[src/rtl/clkdiv_bcd_unit_pkg.sv]
// Shared constants and types for the MM:SS display timebase/BCD unit.
// Default divider halves assume a 100 MHz board clock.
package clkdiv_bcd_pkg;
   localparam int CLK_HZ             = 100_000_000;
   localparam int SEC_HALF_DEFAULT   = CLK_HZ / 2;
   localparam int DIGIT_HALF_DEFAULT = CLK_HZ / 2000;

   typedef logic [3:0] bcd_digit_t;

   typedef struct packed {
      bcd_digit_t hundreds;
      bcd_digit_t tens;
      bcd_digit_t ones;
   } bcd_t;

   // Divider counter width: ceil(log2(half)), never less than one bit.
   function automatic int cnt_width(input int half);
      return (half > 1) ? $clog2(half) : 1;
   endfunction
endpackage

[src/rtl/clkdiv_bcd_unit_if.sv]
// Value-in / strobes-and-digits-out bundle between the display top and this unit.
// The slave side is the unit; the master side is whoever supplies the value.
interface clkdiv_bcd_unit_if;
   import clkdiv_bcd_pkg::*;

   logic [7:0] eight_bit_value;
   logic       divided_clk;
   logic       digit_clk;
   bcd_digit_t ones;
   bcd_digit_t tens;
   bcd_digit_t hundreds;

   modport master (
      output eight_bit_value,
      input  divided_clk, digit_clk, ones, tens, hundreds
   );

   modport slave (
      input  eight_bit_value,
      output divided_clk, digit_clk, ones, tens, hundreds
   );
endinterface

[src/rtl/clkdiv_bcd_unit_bin8_to_bcd.sv]
// Combinational double-dabble (shift-add-3) of an 8-bit binary value into
// three BCD digits.
module bin8_to_bcd
   import clkdiv_bcd_pkg::*;
(
   input  logic [7:0] bin_i,
   output bcd_t       bcd_o
);

   // [19:16] hundreds, [15:12] tens, [11:8] ones, [7:0] binary being shifted in
   logic [19:0] sr;

   always_comb begin
      sr = {12'd0, bin_i};
      for (int i = 0; i < 8; i++) begin
         if (sr[11:8] >= 4'd5)  sr[11:8]  = sr[11:8]  + 4'd3;
         if (sr[15:12] >= 4'd5) sr[15:12] = sr[15:12] + 4'd3;
         sr = {sr[18:0], 1'b0};
      end
      bcd_o = sr[19:8];
   end

endmodule

[src/rtl/clkdiv_bcd_unit.sv]
// Timebase-and-conversion unit: 1 Hz count strobe, ~1 kHz digit-scan strobe,
// and a registered BCD split of an 8-bit value for the display mux.
module clkdiv_bcd_unit
   import clkdiv_bcd_pkg::*;
#(
   parameter int SEC_HALF   = SEC_HALF_DEFAULT,
   parameter int DIGIT_HALF = DIGIT_HALF_DEFAULT
) (
   input  logic               clk,
   input  logic               rst,
   clkdiv_bcd_unit_if.slave   bus
);

   logic [1:0] tgl;
   bcd_t       bcd_d;
   bcd_t       bcd_q;

   // Channel 0 is the seconds strobe, channel 1 the digit-scan strobe.
   for (genvar g = 0; g < 2; g++) begin : g_div
      localparam int HALF = (g == 0) ? SEC_HALF : DIGIT_HALF;
      localparam int CW   = cnt_width(HALF);
      localparam logic [CW-1:0] LAST = CW'(HALF - 1);

      logic [CW-1:0] cnt_q, cnt_d;
      logic          tgl_q, tgl_d;

      always_comb begin
         cnt_d = cnt_q + 1'b1;
         tgl_d = tgl_q;
         if (cnt_q == LAST) begin
            cnt_d = '0;
            tgl_d = ~tgl_q;
         end
      end

      always_ff @(posedge clk) begin
         if (rst) begin
            cnt_q <= '0;
            tgl_q <= 1'b0;
         end else begin
            cnt_q <= cnt_d;
            tgl_q <= tgl_d;
         end
      end

      assign tgl[g] = tgl_q;
   end

   bin8_to_bcd u_bcd (
      .bin_i (bus.eight_bit_value),
      .bcd_o (bcd_d)
   );

   always_ff @(posedge clk) begin
      if (rst) bcd_q <= '0;
      else     bcd_q <= bcd_d;
   end

   assign bus.divided_clk = tgl[0];
   assign bus.digit_clk   = tgl[1];
   assign bus.hundreds    = bcd_q.hundreds;
   assign bus.tens        = bcd_q.tens;
   assign bus.ones        = bcd_q.ones;

endmodule

[src/flat_wrapper.sv]
// flat-port wrapper written by rule: the top's interface ports become plain ports
module clkdiv_bcd_unit_flat import clkdiv_bcd_pkg::*;
#(
   parameter int SEC_HALF   = SEC_HALF_DEFAULT,
   parameter int DIGIT_HALF = DIGIT_HALF_DEFAULT
)
  (clk, rst, bus_eight_bit_value, bus_divided_clk, bus_digit_clk, bus_ones, bus_tens, bus_hundreds);
  clkdiv_bcd_unit_if bus_i ();
  input  logic clk;
  input  logic rst;
  input wire logic [$bits(bus_i.eight_bit_value)-1:0] bus_eight_bit_value;
  output wire logic [$bits(bus_i.divided_clk)-1:0] bus_divided_clk;
  output wire logic [$bits(bus_i.digit_clk)-1:0] bus_digit_clk;
  output wire logic [$bits(bus_i.ones)-1:0] bus_ones;
  output wire logic [$bits(bus_i.tens)-1:0] bus_tens;
  output wire logic [$bits(bus_i.hundreds)-1:0] bus_hundreds;
  assign bus_i.eight_bit_value = bus_eight_bit_value;
  assign bus_divided_clk = bus_i.divided_clk;
  assign bus_digit_clk = bus_i.digit_clk;
  assign bus_ones = bus_i.ones;
  assign bus_tens = bus_i.tens;
  assign bus_hundreds = bus_i.hundreds;
  clkdiv_bcd_unit #(.SEC_HALF(SEC_HALF), .DIGIT_HALF(DIGIT_HALF)) u_core (.clk(clk), .rst(rst), .bus(bus_i));
endmodule
[config.mk]
export PLATFORM = sky130hd
export DESIGN_NAME = clkdiv_bcd_unit_flat
export DESIGN_NICKNAME = d
export VERILOG_FILES = /design/src/rtl/clkdiv_bcd_unit_pkg.sv /design/src/rtl/clkdiv_bcd_unit_if.sv /design/src/rtl/clkdiv_bcd_unit_bin8_to_bcd.sv /design/src/rtl/clkdiv_bcd_unit.sv /design/src/flat_wrapper.sv
export SDC_FILE = /design/constraint.sdc
export NUM_CORES = 1
export LEC_CHECK = 0
export CELL_PAD_IN_SITES_DETAIL_PLACEMENT = 1
export CELL_PAD_IN_SITES_GLOBAL_PLACEMENT = 2
export CORE_ASPECT_RATIO = 1.2
export CORE_MARGIN = 4
export CORE_UTILIZATION = 38
export DETAILED_ROUTE_END_ITERATION = 8
export GPL_ROUTABILITY_DRIVEN = 0
export PLACE_DENSITY_LB_ADDON = 0.08
export SLEW_MARGIN = 20
export SYNTH_ARGS = -nofsm -noshare
export SYNTH_HDL_FRONTEND = slang
export SYNTH_SLANG_ARGS = --single-unit
[constraint.sdc]
create_clock -name clk -period 11 [get_ports clk]
set_input_delay 1.1 -clock clk [delete_from_list [all_inputs] [get_ports clk]]
set_output_delay 1.1 -clock clk [all_outputs]
set_load 0.01 [all_outputs]
### Word-level counts from Yosys, hierarchy flattened

Index checks and enable logic that the tools add are counted.

* register bits after elaboration: 56
* latch bits: 0
* RAM bits: 0
* memory bits (read-only): 0
* output and inout port bits: 14
* word-level logic and storage cells: 40
* memories kept: 0

* add/subtract/negate cells: 9
* multiply operators: 0
* divide/modulo/power cells: 0
* magnitude comparators: 7
* equality and inequality tests: 2
* shifts and indexed selects: 0
* multiplexer cells: 7
* bitwise operators: 3
* reductions and logical operators: 3

Operator list (number)
* 4-bit two-way mux: 7
* 26-bit by 1-bit adder with 26-bit output, second input constant: 1
* 26-bit equality test, second input constant: 1
* 4-bit by 2-bit adder with 4-bit output, second input constant: 5
* 4-bit by 3-bit greater-or-equal comparator with 1-bit output, second input constant: 5
* 16-bit by 1-bit adder with 16-bit output, second input constant: 1
* 16-bit equality test, second input constant: 1
* 3-bit by 2-bit adder with 4-bit output, second input constant: 2
* 3-bit greater-or-equal comparator, second input constant: 2
* 2-bit OR reduction: 3
* 1-bit NOT: 3

### Logic depth before layout (Yosys ltp)

* depth in word-level cells: 10
* gate-level depth with buffers: 19
* depth with buffers taken out: 19

### Cells and area by module

From an unflattened synthesis, not the netlist that was laid out.

* cell total of the unflattened synthesis: 395
* area total of the unflattened synthesis: 3349.5 um^2

Modules (own cells, without submodules)
* clkdiv_bcd_unit: times used 1, cells an instance 254, area an instance 2354.8 um^2, sequential area each 1121.1 um^2
* bin8_to_bcd: times used 1, cells an instance 141, area an instance 994.7 um^2, sequential area each 0.0 um^2

### Least setup slack after synthesis

No wires, ideal clock.

* path kind: input to register
* start point: input port bus_eight_bit_value[6]
* end point: register u_core.bcd_q, in the netlist u_core.bus.tens[2]
* setup time: 0.103 ns
* data arrival time: 4.755 ns
* required time: 10.897 ns
* path slack: 6.141 ns
* stages: 18
* path buffers: 1
* cell sequence: inv_1 > ha_1 > o21ai_0 > xnor2_1 > ha_1 > nand2b_1 > a32oi_4 > xnor2_2 > inv_2 > ha_1 > nor2b_1 > o311ai_2 > or3_4 > a221oi_2 > xor2_1 > buf_4 > a21oi_2 > a2111oi_2

* cells in the longest elaborated chain, start to end: 10
* elaborated cells on any way between the ends: 18
* classes of those cells: add/sub (6); order compare (6); mux (6)

RTL lines
* from (decl): line flat_wrapper.sv:11 `input wire logic [$bits(bus_i.eight_bit_value)-1:0] bus_eight_bit_value;`
* 3-bit by 2-bit adder with 4-bit output / 3-bit greater-or-equal comparator (equally long branches): line clkdiv_bcd_unit_bin8_to_bcd.sv:16 `if (sr[11:8] >= 4'd5) sr[11:8] = sr[11:8] + 4'd3;`
* 4-bit two-way mux *: line clkdiv_bcd_unit_bin8_to_bcd.sv:16
* 4-bit by 2-bit adder with 4-bit output / 4-bit by 3-bit greater-or-equal comparator with 1-bit output (equally long branches): line clkdiv_bcd_unit_bin8_to_bcd.sv:16
* 4-bit two-way mux: line clkdiv_bcd_unit_bin8_to_bcd.sv:16
* 4-bit by 3-bit greater-or-equal comparator with 1-bit output / 4-bit by 2-bit adder with 4-bit output (equally long branches): line clkdiv_bcd_unit_bin8_to_bcd.sv:16
* 4-bit two-way mux: line clkdiv_bcd_unit_bin8_to_bcd.sv:16
* 4-bit by 2-bit adder with 4-bit output, or another cell as far along: line clkdiv_bcd_unit_bin8_to_bcd.sv:16
* 4-bit two-way mux, on equally long branches: line clkdiv_bcd_unit_bin8_to_bcd.sv:16, clkdiv_bcd_unit_bin8_to_bcd.sv:17
* 4-bit by 2-bit adder with 4-bit output / 4-bit by 3-bit greater-or-equal comparator with 1-bit output (equally long branches): line clkdiv_bcd_unit_bin8_to_bcd.sv:17 `if (sr[15:12] >= 4'd5) sr[15:12] = sr[15:12] + 4'd3;`
* 4-bit two-way mux *: line clkdiv_bcd_unit_bin8_to_bcd.sv:17
* to (signal assigned): line clkdiv_bcd_unit.sv:55 `if (rst) bcd_q <= '0;`
* to (signal assigned): line clkdiv_bcd_unit.sv:56 `else bcd_q <= bcd_d;`
* to (decl): line clkdiv_bcd_unit.sv:16 `bcd_t bcd_q;`

Every way passes the cells marked *; elsewhere a longest branch is shown, timed or not.
A chain may end at the register's enable or synchronous reset.

### Worst setup path after layout

Same ends and word-level chain as after synthesis.

==> results.md <==
- Top post-synthesis cells by count: 58 x nor2_1, 54 x dfxtp_1, 31 x nand2_1, 25 x xor2_1, 18 x nand3_1
- Inserted Clock Buffers: 5
- Total global routing overflow: 0
- Arr. time, crit path: 6330 ps
- CP Max Fanout: 11
- Sequential area share after synthesis: 35.9%
- First-pass GRT wire length: 12100 um
- Sequential Power Share: 44.2%
- Clk pin slew, worst setup/hold paths: 100 ps
- Top-Level Pins: 24
- Antenna Violating Nets Remaining: 0
- Core Box Area: 7710 um2
- Port Buffer Count: 21
- Flop-to-flop setup slack: 8700 ps
- Yosys top cell by area: dfxtp_1
- Antenna diodes: 0
- Relative slew margins: 31.0%
- Sw Share: 30.6%
- Hold depth: 1
- Worst setup EP type: register
- Mapped Cells: 360
- HP Start: u_core.g_div[1].cnt_q[0]
- Post-CTS setup buffer count: 0
- FF-to-FF End: u_core.g_div[0].cnt_q[25]
- Die area: 9420 um2
- Met3 global-route usage: 2.19%
- Critical Path RT: 11210 ps
- Max Fclk: 163 MHz
- Sequential Area: 1080 um2
- P&R area growth vs syn: 13.2%
- Avg Cell Area, Syn: 8.37 um2
- Clock sink count: 54
- Via density: 5.39
- Number of synthesized register bits: 54
- Clock power share: 29.5%
- Count of final setup violators: 0
- Top-area cell type share of the netlist area: 35.9%
- HPWL after DPL: 5000 um
- Post-CTS Hold Buffers: 0
- Die Wd: 89.3 um
- Drt pass-1 iters: 4
- Final wirelength: 6640 um
- Cell count of the worst reg-to-reg path: 9
- Top post-synthesis cells by area: dfxtp_1 36%, xor2_1 7.3%, nor2_1 7.2%
- Number of antenna violations at the first check in global routing: 0
- Netlist cell types: 64
- 1st-iter DRT viols: 150
- Starting Density: 39.1%
- Worst vdd ir: 0.0683 mV
- Slew Viols, Final: 0
- Pin count of the biggest net entering global routing: 27
- Die height: 106 um
- Fillers: 935
- Status: complete, no violations
- Share of cells above drive strength 1: 7.09%
- Hold WC Path Type: reg -> reg
- Fin nets: 400
- Synthesized area: 3010 um2
- Wirelength per Cell: 14.0 um
- Rows: 35
- CTS tree: built
- Combinational power share: 26.4%
- Worst slew pin tran: 1030 ps
- Psw: 0.144 mW
- Post-CTS resize count: 0
- Tmin final: 6120 ps
- Top Usage Layer GRT: met2
- Top-count cell post-synth: nor2_1
- Crit Reg-Reg Startpoint: u_core.g_div[0].cnt_q[2]
- Cells after DPL: 465
- Leak Pwr: 1.24 nW
- Buffer depth of the longest clock path: 2
- Top_reg_cell synth: dfxtp_1
- Total number of vias: 2550
- Worst-Skew Late Latency: 310 ps
- Tot Pwr: 0.472 mW
- CP Launch Type: input port
- Int Pwr: 0.328 mW
- RSZ-0062 raised after global routing: no
- Layout Cells excl Fill: 473
- Clock skew: 8.13 ps
- Clock Root Buffer: clkbuf_8
- Max Cap Viol: 0
- Grt met1 use: 20.3%
- Tcrit/Tclk final: 55.7%
- Worst Hold Endpoint: u_core.g_div[1].cnt_q[0]
- Final setup TNS: 0 ps
- Residual DRC count: 0
- Final Hold Viols: 0
- Number of global-route vias before repair: 2591
- H-Tree Depth: 2
- Post-synthesis async set-or-reset flop share: 0%
- Area of the multi-input gates: 1830 um2
- Yosys Warn Count: 0
- Fin util: 44.2%
- Power per cell area: 139 nW/um2
- GRT Total Usage: 15.6%
- Met2 usage: 26.6%
- Crit Path Class: in -> reg
- EDFF count, synth: 0
through the flow:
step | worst slack (ps) | hold slack (ps) | area (um2)
floorplan | 6140 | 418 | 3020
global placement | 4860 | 430 | 3290
detailed placement | 4510 | 440 | 3290
CTS | 4840 | 462 | 3410
global route | 4370 | 504 | 3410
finish | 4880 | 454 | 3410
sequential cells by signal, indices dropped and copies added (netlist names):
signal,flops
u_core.g_div.cnt_q,42
u_core.bus.ones,4
u_core.bus.tens,4
u_core.bus.hundreds,2
u_core.bus.digit_clk,1
u_core.bus.divided_clk,1
placed cells by master, fill, tap and decap left out, drive strengths merged, types with 3 or more instances in the layout:
cell / Yosys / layout
nor2: 58 / 58
xor2: 25 / 25
mux2i: 4 / 4
a31oi: 3 / 3
o21ai: 18 / 18
nand4: 9 / 9
nand2: 31 / 31
nor3b: 3 / 3
nor4: 3 / 3
dfxtp: 54 / 54
nor2b: 3 / 3
ha: 10 / 10
a21oi: 15 / 15
or3: 10 / 10
clkbuf: 5 / 5
clkdlybuf4s50: 0 / 21
xnor2: 13 / 13
nand2b: 8 / 8
nand3: 18 / 18
and3: 8 / 8
nand4b: 3 / 3
o21bai: 3 / 3
inv: 13 / 14
power by group through the flow:
stage          logic [mW]  registers, mW  clock network, mW
2_1_floorplan      0.0878          0.215                  0
3_3_place_gp        0.123          0.213                  0
3_5_place_dp        0.125          0.213                  0
4_1_cts             0.126          0.209              0.148
5_1_grt             0.139          0.210              0.153
6_report            0.124          0.209              0.139
critical path, cell delays in order:
cell	delay, ps
clkdlybuf4s50_1	530
inv_1	170
ha_1	290
o21ai_0	140
xnor2_1	410
ha_1	300
nand2b_1	120
a32oi_4	340
xnor2_2	140
inv_2	100
ha_1	230
nor2b_1	360
o311ai_2	170
or3_4	390
a221oi_2	310
xor2_1	670
nand2b_1	190
a21oi_1	70
a2111oi_2	300
kinds of logic (layout without fill, tap and decap cells):
kind of cell / Yosys count / after routing / share of synthesized area (%)
other: 1 / 2 / 0.125
xor gates and xnor gates: 38 / 38 / 11.3
buffers and inverters: 23 / 43 / 3.53
and+or+nand+nor: 164 / 164 / 27.0
muxes: 6 / 6 / 2.62
DFF: 54 / 54 / 35.9
AOI/OAI and AO/OA: 64 / 64 / 15.4
adders and majority gates: 10 / 10 / 4.15
cell type report:
| type | count | share of cell area [%] |
|---|---|---|
| clock buffer | 5 | 2.02 |
| tap | 92 | 3.38 |
| timing repair buffer | 22 | 6.39 |
| sequential | 54 | 31.7 |
| clock inverter | 3 | 1.43 |
| multi-input combinational | 284 | 53.6 |
| inverter | 13 | 1.43 |
how the worst max path moves through the flow:
stage                      startpoint                  to  slack (ps)  depth (start not counted)
4_1_cts        bus_eight_bit_value[6]  u_core.bus.tens[2]        4840                         19
2_1_floorplan  bus_eight_bit_value[6]  u_core.bus.tens[2]        6140                         18
3_3_place_gp   bus_eight_bit_value[6]  u_core.bus.tens[2]        4860                         19
3_5_place_dp   bus_eight_bit_value[6]  u_core.bus.tens[2]        4510                         19
6_report       bus_eight_bit_value[6]  u_core.bus.tens[2]        4880                         19
5_1_grt        bus_eight_bit_value[6]  u_core.bus.tens[2]        4370                         19
layer usage:
layer | up-vias | part of all wire, % | wire (um)
met5 | - | 0 | 0
met4 | 0 | 0.68 | 45
met3 | 2 | 1.9 | 128
met2 | 20 | 51 | 3390
met1 | 1232 | 46 | 3080
li1 | 1296 | - | -
No activity file was read; power rests on OpenSTA's default activity.
